$ cat src/rtl/bus_pkg.sv
// ============================================================================
// Module : bus_pkg
// Brief  : Shared types for the cpu_core byte-bus memory responder.
// Rev    : 1.0  initial release
// ============================================================================
`default_nettype none

package bus_pkg;

  // Select code as seen on {cpu_bus_pc, cpu_bus_mar, cpu_bus_mdr}.
  typedef enum logic [2:0] {
    SEL_NONE  = 3'b000,
    SEL_WRITE = 3'b001,
    SEL_READ  = 3'b010,
    SEL_FETCH = 3'b100
  } bus_sel_t;

  typedef enum logic [2:0] {
    S_IDLE    = 3'd0,
    S_ADDR_HI = 3'd1,
    S_DATA_LO = 3'd2,
    S_DATA_HI = 3'd3,
    S_WRITE   = 3'd4,
    S_READ    = 3'd5,
    S_TX_LO   = 3'd6,
    S_TX_HI   = 3'd7
  } resp_state_t;

  function automatic logic sel_is_onehot(input logic [2:0] s);
    return (s == SEL_WRITE) || (s == SEL_READ) || (s == SEL_FETCH);
  endfunction

endpackage

`default_nettype wire

$ cat src/rtl/resp_mem.sv
// ============================================================================
// Module : resp_mem
// Brief  : Single-port synchronous RAM, MEM_WORDS x 16, one-cycle read latency.
// Rev    : 1.0  initial release
// ============================================================================
`default_nettype none

module resp_mem #(
  parameter int MEM_WORDS = 256,
  parameter int AW        = 8
) (
  input  logic          clk,
  input  logic          we_i,
  input  logic          re_i,
  input  logic [AW-1:0] addr_i,
  input  logic [15:0]   wdata_i,
  output logic [15:0]   rdata_o
);

  logic [15:0] mem_q [MEM_WORDS];
  logic [15:0] rdata_q;

  // Contents are deliberately left uninitialised; reset does not clear memory.
  always_ff @(posedge clk) begin
    if (we_i) begin
      mem_q[addr_i] <= wdata_i;
    end
    if (re_i) begin
      rdata_q <= mem_q[addr_i];
    end
  end

  assign rdata_o = rdata_q;

endmodule

`default_nettype wire

$ cat src/rtl/bus_mem_responder.sv
// ============================================================================
// Module : bus_mem_responder
// Brief  : Memory-side responder for the cpu_core 8-bit byte bus.
//          Optional macro RESP_TIMEOUT_EN enables the response-timeout abort.
// Rev    : 1.0  initial release
// ============================================================================
`default_nettype none

module bus_mem_responder
  import bus_pkg::*;
#(
  parameter int MEM_WORDS      = 256,
  parameter int TIMEOUT_CYCLES = 16
) (
  input  logic       clk,
  input  logic       rst,
  input  logic [7:0] cpu_out_bus,
  input  logic       cpu_bus_pc,
  input  logic       cpu_bus_mar,
  input  logic       cpu_bus_mdr,
  input  logic       cpu_byte_taken,
  input  logic       cpu_halt,
  output logic       rx_ready,
  output logic       data_ready,
  output logic [7:0] rsp_byte,
  output logic       proto_err,
  output logic       timeout
);

  localparam int AW = (MEM_WORDS > 1) ? $clog2(MEM_WORDS) : 1;

  resp_state_t   state_q, state_d;
  bus_sel_t      sel_q, sel_d;
  logic [7:0]    addr_lo_q, addr_lo_d;
  logic [AW-1:0] addr_q, addr_d;
  logic [15:0]   data_q, data_d;
  logic          proto_err_q, proto_err_d;
  logic          halt_q;

  logic [2:0]    w_sel;
  logic          w_rx_state;
  logic          w_tx_state;
  logic          w_take;
  logic          w_tmo_hit;
  logic          w_mem_we;
  logic          w_mem_re;
  logic [15:0]   w_mem_rdata;

  assign w_sel      = {cpu_bus_pc, cpu_bus_mar, cpu_bus_mdr};
  assign w_rx_state = state_q inside {S_IDLE, S_ADDR_HI, S_DATA_LO, S_DATA_HI};
  assign w_tx_state = state_q inside {S_TX_LO, S_TX_HI};

  // Halt is registered so the handshake outputs never see a comb path from inputs.
  assign rx_ready   = w_rx_state & ~halt_q;
  assign data_ready = w_tx_state & ~halt_q;
  assign proto_err  = proto_err_q;
  assign w_take     = data_ready & cpu_byte_taken;

  always_comb begin
    rsp_byte = 8'h00;
    case (state_q)
      S_TX_LO: rsp_byte = w_mem_rdata[7:0];
      S_TX_HI: rsp_byte = w_mem_rdata[15:8];
      default: rsp_byte = 8'h00;
    endcase
  end

  assign w_mem_re = (state_q == S_READ);
  assign w_mem_we = (state_q == S_WRITE) & ~cpu_halt & ~rst;

  resp_mem #(
    .MEM_WORDS (MEM_WORDS),
    .AW        (AW)
  ) u_mem (
    .clk     (clk),
    .we_i    (w_mem_we),
    .re_i    (w_mem_re),
    .addr_i  (addr_q),
    .wdata_i (data_q),
    .rdata_o (w_mem_rdata)
  );

`ifdef RESP_TIMEOUT_EN
  localparam int TW = $clog2(TIMEOUT_CYCLES + 1);

  logic [TW-1:0] tmo_cnt_q, tmo_cnt_d;
  logic          timeout_q;

  assign w_tmo_hit = data_ready & ~cpu_byte_taken &
                     (tmo_cnt_q == TW'(TIMEOUT_CYCLES - 1));

  always_comb begin
    tmo_cnt_d = tmo_cnt_q;
    if (state_q == S_READ || w_take) begin
      tmo_cnt_d = '0;
    end else if (data_ready && !cpu_byte_taken) begin
      tmo_cnt_d = tmo_cnt_q + TW'(1);
    end
  end

  always_ff @(posedge clk) begin
    if (rst) begin
      tmo_cnt_q <= '0;
      timeout_q <= 1'b0;
    end else begin
      tmo_cnt_q <= tmo_cnt_d;
      if (w_tmo_hit && !cpu_halt) begin
        timeout_q <= 1'b1;
      end
    end
  end

  assign timeout = timeout_q;
`else
  assign w_tmo_hit = 1'b0;
  assign timeout   = 1'b0;
`endif

  always_comb begin
    state_d     = state_q;
    sel_d       = sel_q;
    addr_lo_d   = addr_lo_q;
    addr_d      = addr_q;
    data_d      = data_q;
    proto_err_d = proto_err_q;

    if (cpu_halt) begin
      state_d = S_IDLE;
    end else begin
      case (state_q)
        S_IDLE: begin
          if (rx_ready && w_sel != SEL_NONE) begin
            if (sel_is_onehot(w_sel)) begin
              sel_d     = bus_sel_t'(w_sel);
              addr_lo_d = cpu_out_bus;
              state_d   = S_ADDR_HI;
            end else begin
              proto_err_d = 1'b1;
            end
          end
        end
        S_ADDR_HI, S_DATA_LO, S_DATA_HI: begin
          // A select that differs from the latched code covers multi-hot too.
          if (rx_ready && w_sel != SEL_NONE) begin
            if (w_sel == sel_q) begin
              case (state_q)
                S_ADDR_HI: begin
                  addr_d  = AW'({cpu_out_bus, addr_lo_q});
                  state_d = (sel_q == SEL_WRITE) ? S_DATA_LO : S_READ;
                end
                S_DATA_LO: begin
                  data_d[7:0] = cpu_out_bus;
                  state_d     = S_DATA_HI;
                end
                default: begin
                  data_d[15:8] = cpu_out_bus;
                  state_d      = S_WRITE;
                end
              endcase
            end else begin
              proto_err_d = 1'b1;
              state_d     = S_IDLE;
            end
          end
        end
        S_WRITE: state_d = S_IDLE;
        S_READ:  state_d = S_TX_LO;
        S_TX_LO: begin
          if (w_take) begin
            state_d = S_TX_HI;
          end else if (w_tmo_hit) begin
            state_d = S_IDLE;
          end
        end
        S_TX_HI: begin
          if (w_take || w_tmo_hit) begin
            state_d = S_IDLE;
          end
        end
        default: state_d = S_IDLE;
      endcase
    end
  end

  always_ff @(posedge clk) begin
    if (rst) begin
      state_q     <= S_IDLE;
      sel_q       <= SEL_NONE;
      addr_lo_q   <= 8'h00;
      addr_q      <= '0;
      data_q      <= 16'h0000;
      proto_err_q <= 1'b0;
      halt_q      <= 1'b0;
    end else begin
      state_q     <= state_d;
      sel_q       <= sel_d;
      addr_lo_q   <= addr_lo_d;
      addr_q      <= addr_d;
      data_q      <= data_d;
      proto_err_q <= proto_err_d;
      halt_q      <= cpu_halt;
    end
  end

endmodule

`default_nettype wire

$ cat config.mk
export PLATFORM = sky130hd
export DESIGN_NAME = bus_mem_responder
export DESIGN_NICKNAME = d
export VERILOG_FILES = /design/src/rtl/bus_pkg.sv /design/src/rtl/resp_mem.sv /design/src/rtl/bus_mem_responder.sv
export SDC_FILE = /design/constraint.sdc
export NUM_CORES = 2
export LEC_CHECK = 0
export ABC_AREA = 0
export CAP_MARGIN = 20
export CORE_MARGIN = 10
export CORE_UTILIZATION = 55
export DETAILED_ROUTE_END_ITERATION = 6
export GPL_ROUTABILITY_DRIVEN = 0
export PLACE_DENSITY_LB_ADDON = 0.2
export SYNTH_ARGS = -nofsm -noshare
export SYNTH_HDL_FRONTEND = slang
export SYNTH_HIERARCHICAL = 1
export SYNTH_SLANG_ARGS = --single-unit
$ cat constraint.sdc
create_clock -name clk -period 5.9 [get_ports clk]
set_input_delay 1.18 -clock clk [delete_from_list [all_inputs] [get_ports clk]]
set_output_delay 1.18 -clock clk [all_outputs]
set_load 0.03 [all_outputs]
### Word level (Yosys, flattened, before mapping)

Memories as Yosys holds them, arrays and structs flattened. A register that Yosys moved wholly into a read port is not among the register bits.
Index checks and enable logic that the tools add are counted.

* muxes and demuxes: 17
* div/mod/pow operators: 0
* shift operators: 0
* reduce and logical (&&, ||, !) cells: 17
* eq/ne operators: 19
* bitwise operators: 9
* add/sub/neg operators: 0
* multiply operators: 0
* magnitude comparators: 0

Operators with widths (number)
* two-way mux 3 bit: 7
* AND reduction 5 bit: 4
* one-hot mux 3 bit (6 select lines): 1
* one-hot mux 8 bit (2 select lines): 1
* == test 3 bit, second input constant: 5
* inequality test 2 bit, second input constant: 5
* == test 3 x 1 -> 1 bit, second input constant: 3
* == test 3 x 2 -> 1 bit, second input constant: 3
* two-way mux 1 bit: 6
* one-hot mux 3 bit (2 select lines): 1
* AND reduction 6 bit: 1
* bitwise AND 1 bit: 5
* inequality test 2 x 1 -> 1 bit, second input constant: 2
* inverter 1 bit: 4
* AND reduction 4 bit: 1
* nonzero test 2 bit: 2
* nonzero test 4 bit: 1
* OR reduction 2 bit: 2
* == test 3 bit: 1
* logical NOT 3 bit: 1
* nonzero test 3 bit: 1
* OR reduction 3 bit: 1
* logical OR 1 bit: 2
* one-hot mux 1 bit (2 select lines): 1
* logical AND 1 bit: 1

* output and inout bits: 12
* word-level logic and storage cells: 71
* bits in latches: 0
* bits in registers: 40
* ROM bits: 0
* bits in writable memories: 4096
* memories: 1

Memory list
* u_mem.mem_q: depth 256, bits a word 16, read ports 1, clocked after Yosys merged registers in 1, write ports 1, RTL line resp_mem.sv:20 `logic [15:0] mem_q [MEM_WORDS];`

### Depth between registers and ports, before layout

* depth in word-level cells: 6
* depth in mapped cells: 10

### Modules after synthesis

Netlist, hierarchy kept.

Modules (own cells, without submodules)
* resp_mem: area an instance 155559.2 um^2, seq. area each 123478.4 um^2, cells an instance 6727, instances 1
* bus_mem_responder: area an instance 1814.2 um^2, seq. area each 800.8 um^2, cells an instance 200, instances 1

### Worst setup path after synthesis

No wires, ideal clock.

* path type: register to register
* start point: register data_q[10]
* end point: memory u_mem.mem_q[0][10], data pin
* stages on the path, launching flop included: 1
* clock period less this slack: 4.253 ns
* setup time: 0.856 ns
* path slack: 1.647 ns
* arrival time: 3.397 ns
* path through: dfxtp_1

RTL lines
* start, declared: RTL line bus_mem_responder.sv:36 `logic [15:0] data_q, data_d;`
* start signal, assigned: RTL line bus_mem_responder.sv:199 `data_q <= data_d;`
* end, declared: RTL line resp_mem.sv:20

No word-level cell before the write port.

### Worst setup path in the final report

* start point: register state_q[1]
* end point: output port rsp_byte[3]

* cells in the longest elaborated chain, start to end: 2
* elaborated cells between the ends (all ways): 3

RTL lines
* start, declared: RTL line bus_mem_responder.sv:32 `resp_state_t state_q, state_d;`
* start signal, assigned: RTL line bus_mem_responder.sv:195 `state_q <= state_d;`
* == test 3 bit: RTL line bus_mem_responder.sv:61 `case (state_q)`
* one-hot mux 8 bit (2 select lines) (*): RTL line bus_mem_responder.sv:61
* end, declared: RTL line bus_mem_responder.sv:25 `output logic [7:0] rsp_byte,`

Mark *: on every way between the ends. The rest lies on a longest branch, timed or not.

==> flow_summary.json <==
{
  "ff2ff_setup_slack_ns": 1.50,
  "root_buffer": "clkbuf_16",
  "tns_ns": 0,
  "wirelength_mm": 398,
  "synth_compound_area_share_pct": 3.71,
  "vias_per_cell": 6.62,
  "critical_path_class": "flop to output pin",
  "syn_to_final_growth_pct": 13.6,
  "fp.dieW_um": 555,
  "route.layer.met1.wl_mm": 152,
  "status": "finished clean",
  "rsz0062_at_grt": "no",
  "power.leakage_uw": 0.0543,
  "clk_latency_ns": 0.97,
  "synth.avg_cell_area_um2": 22.7,
  "synthFlopType": "edfxtp_1",
  "synth.distinct_cells": 41,
  "hold_viol_final": 0,
  "fin_ws_ns": 1.11,
  "vias": 76600,
  "overflow": 0,
  "cpMaxStageDelayCell": "clkdlybuf4s50_1",
  "fp.dieH_um": 555,
  "rr_endpoint": "u_mem/rdata_o[11]$_DFFE_PP_",
  "first_pass_iters": 6,
  "async_flop_share_pct": 0,
  "maxCapViolations": 0,
  "crit_start": "state_q[1]$_SDFFE_PP0P_",
  "crit_buf_inv": 1,
  "netlist_instances": 6927,
  "met3_length_mm": 39.6,
  "arrival_ns": 3.61,
  "hold_path_depth": 2,
  "slew_headroom_pct": 3.33,
  "holdCritPathClass": "flop to flop",
  "reg2reg_depth": 8,
  "syn_area_mm2": 0.157,
  "seq_area_frac_synth_pct": 79.0,
  "synth-simple-area-share_pct": 1.12,
  "boundaryPins": 27,
  "post-route-period-util_pct": 81.1,
  "whs_ns": 0.492,
  "cts_hold_buf": 0,
  "setup_viol": 0,
  "highest_layer": "met5",
  "dr_wl_met2_mm": 189,
  "ys_ff_latch": 4152,
  "crit_end": "rsp_byte[3]",
  "synthAdderAreaFrac_pct": 0,
  "ir_drop_mv": 0.260,
  "layout_commonest_cell": "edfxtp_1",
  "ys_warn_count": 6,
  "required_ns": 4.72,
  "synth_xor_area_share_pct": 0.0223,
  "place_area_mm2": 0.165,
  "synth_top_family_by_area": "multiplexers",
  "grt_pass1_vias": 75900,
  "post_cts_buffers": 0,
  "core_mm2": 0.285,
  "post-place-ws_ns": 1.29,
  "fin_crit_ns": 4.79,
  "ctsResizeCount": 0,
  "power_density_mw_per_mm2": 324,
  "cp-end-kind": "output pin",
  "rows": 196,
  "design_area_mm2": 0.179,
  "r2r_start": "addr_q[1]$_SDFFE_PP0P_",
  "ant_nets": 0,
  "tightest_slew_ns": 1.45,
  "crit_chain": "nand2_1 -> nor2_1 -> clkdlybuf4s50_1",
  "start_util_pct": 55.2,
  "synthesis.nets": 6942,
  "worst-path-max-fanout": 10,
  "port_buffers": 25,
  "max_freq_mhz": 209,
  "final_util_pct": 62.7,
  "dp_hpwl_mm": 230,
  "finClkSkew_ns": 0.0511,
  "cts_tree": "done",
  "antenna_found_initial": 17,
  "max_stage_delay_ns": 0.80,
  "critPathTopFamily": "simple AND/OR/NAND/NOR gates",
  "drc_errors": 0,
  "layout_common_cells": "edfxtp_1, mux4_2, a22oi_1",
  "synthMuxAreaShare_pct": 14.9,
  "synth_edf_count": 4112,
  "crit_cells": 3,
  "cts-htree-levels": 5,
  "grt_max_degree": 165,
  "grt_usage_pct": 25.5,
  "wl_per_cell_um": 34.4,
  "clk_pin_slew_ns": 0.06,
  "startpoint_type": "flop",
  "final_nets": 7458,
  "cts_buffers": 406,
  "drt_iter0_drc": 11200,
  "clock_path_buffers": 4,
  "slew_viol_final": 0,
  "final_layout_size_suffix_gt1_share_pct": 29.1,
  "dieArea_mm2": 0.308,
  "cts.sinks": 4152,
  "grt_pass1_wl_mm": 568
}
sequential cells by signal, summed over array words and instances (netlist names):
signal	flops
proto_err	1
addr_lo_q	8
data_q	16
addr_q	8
state_q	3
u_mem/rdata_o	16
halt_q	1
u_mem/mem_q	4096
sel_q	3
routing by layer:
metal  track usage, %  vias to the layer above
met5                0                        -
li1                 -                    30800
met2             39.6                     4309
met3             4.85                      664
met4             9.47                       12
met1             36.7                    40800
worst min-delay path by stage:
| stage | start | end |
|---|---|---|
| floorplan | addr_q[2]$_SDFFE_PP0P_ | addr_q[2]$_SDFFE_PP0P_ |
| global placement | addr_lo_q[7]$_SDFFE_PP0P_ | addr_lo_q[7]$_SDFFE_PP0P_ |
| detailed placement | addr_lo_q[1]$_SDFFE_PP0P_ | addr_q[1]$_SDFFE_PP0P_ |
| CTS | addr_lo_q[0]$_SDFFE_PP0P_ | addr_lo_q[0]$_SDFFE_PP0P_ |
| global route | addr_lo_q[5]$_SDFFE_PP0P_ | addr_q[5]$_SDFFE_PP0P_ |
| finish | addr_lo_q[0]$_SDFFE_PP0P_ | addr_lo_q[0]$_SDFFE_PP0P_ |
worst register-to-register path: cells and delay by family (launching register included):
family	cells	cell delay, ns
flops	1	0.94
compound gates	3	1.21
buf+inv	3	1.52
simple gates	1	0.08
mux	1	0.38
area by class of cell:
type,instances,area [um2]
clock buffers,490,10500
clock inverters,254,2800
well taps,3762,4710
repair buffers,540,4810
inverters,4,15.0
flip-flops and latches,4152,124000
multi-input cells,2339,31500
fillers,18900,106000
diodes,24,60.1
synth_stat cells, drive strengths merged (3+ instances only):
| cell type | instances | share of area, % |
|---|---|---|
| nand2 | 39 | 0.093 |
| nand4 | 16 | 0.064 |
| buf | 175 | 0.65 |
| edfxtp | 4112 | 78 |
| clkbuf | 257 | 0.61 |
| xnor2 | 3 | 0.017 |
| nor3 | 37 | 0.13 |
| nor2 | 278 | 0.66 |
| a21oi | 264 | 0.84 |
| dfxtp | 40 | 0.51 |
| o21ai | 8 | 0.025 |
| o41ai | 64 | 0.36 |
| inv | 4 | 0.0095 |
| a22oi | 512 | 2.4 |
| mux2i | 40 | 0.25 |
| mux4 | 1024 | 15 |
| nand2b | 6 | 0.024 |
| nand3 | 14 | 0.045 |
| or2 | 3 | 0.012 |
| nor2b | 10 | 0.040 |
| and2 | 4 | 0.016 |
logic make-up (layout without fill, tap and decap cells):
family / after synthesis / count (layout)
buf+inv: 436 / 1288
mux: 1064 / 1064
xor+xnor: 4 / 4
flops: 4152 / 4152
other cells: 1 / 25
compound gates: 856 / 856
simple gates: 414 / 414
power by group:
| group | total, uW | internal (uW) | switching (uW) |
|---|---|---|---|
| registers | 31900 | 31900 | 5.89 |
| logic | 80.7 | 27.9 | 52.8 |
| clock network | 25900 | 14900 | 11000 |
metrics by stage:
step	cells	power [uW]
5_1_grt	11600	59400
3_5_place_dp	10800	32600
3_3_place_gp	10800	32600
6_report	11600	57800
4_1_cts	11500	58200
2_1_floorplan	6927	32600
Power figures use the tool's default switching activity.
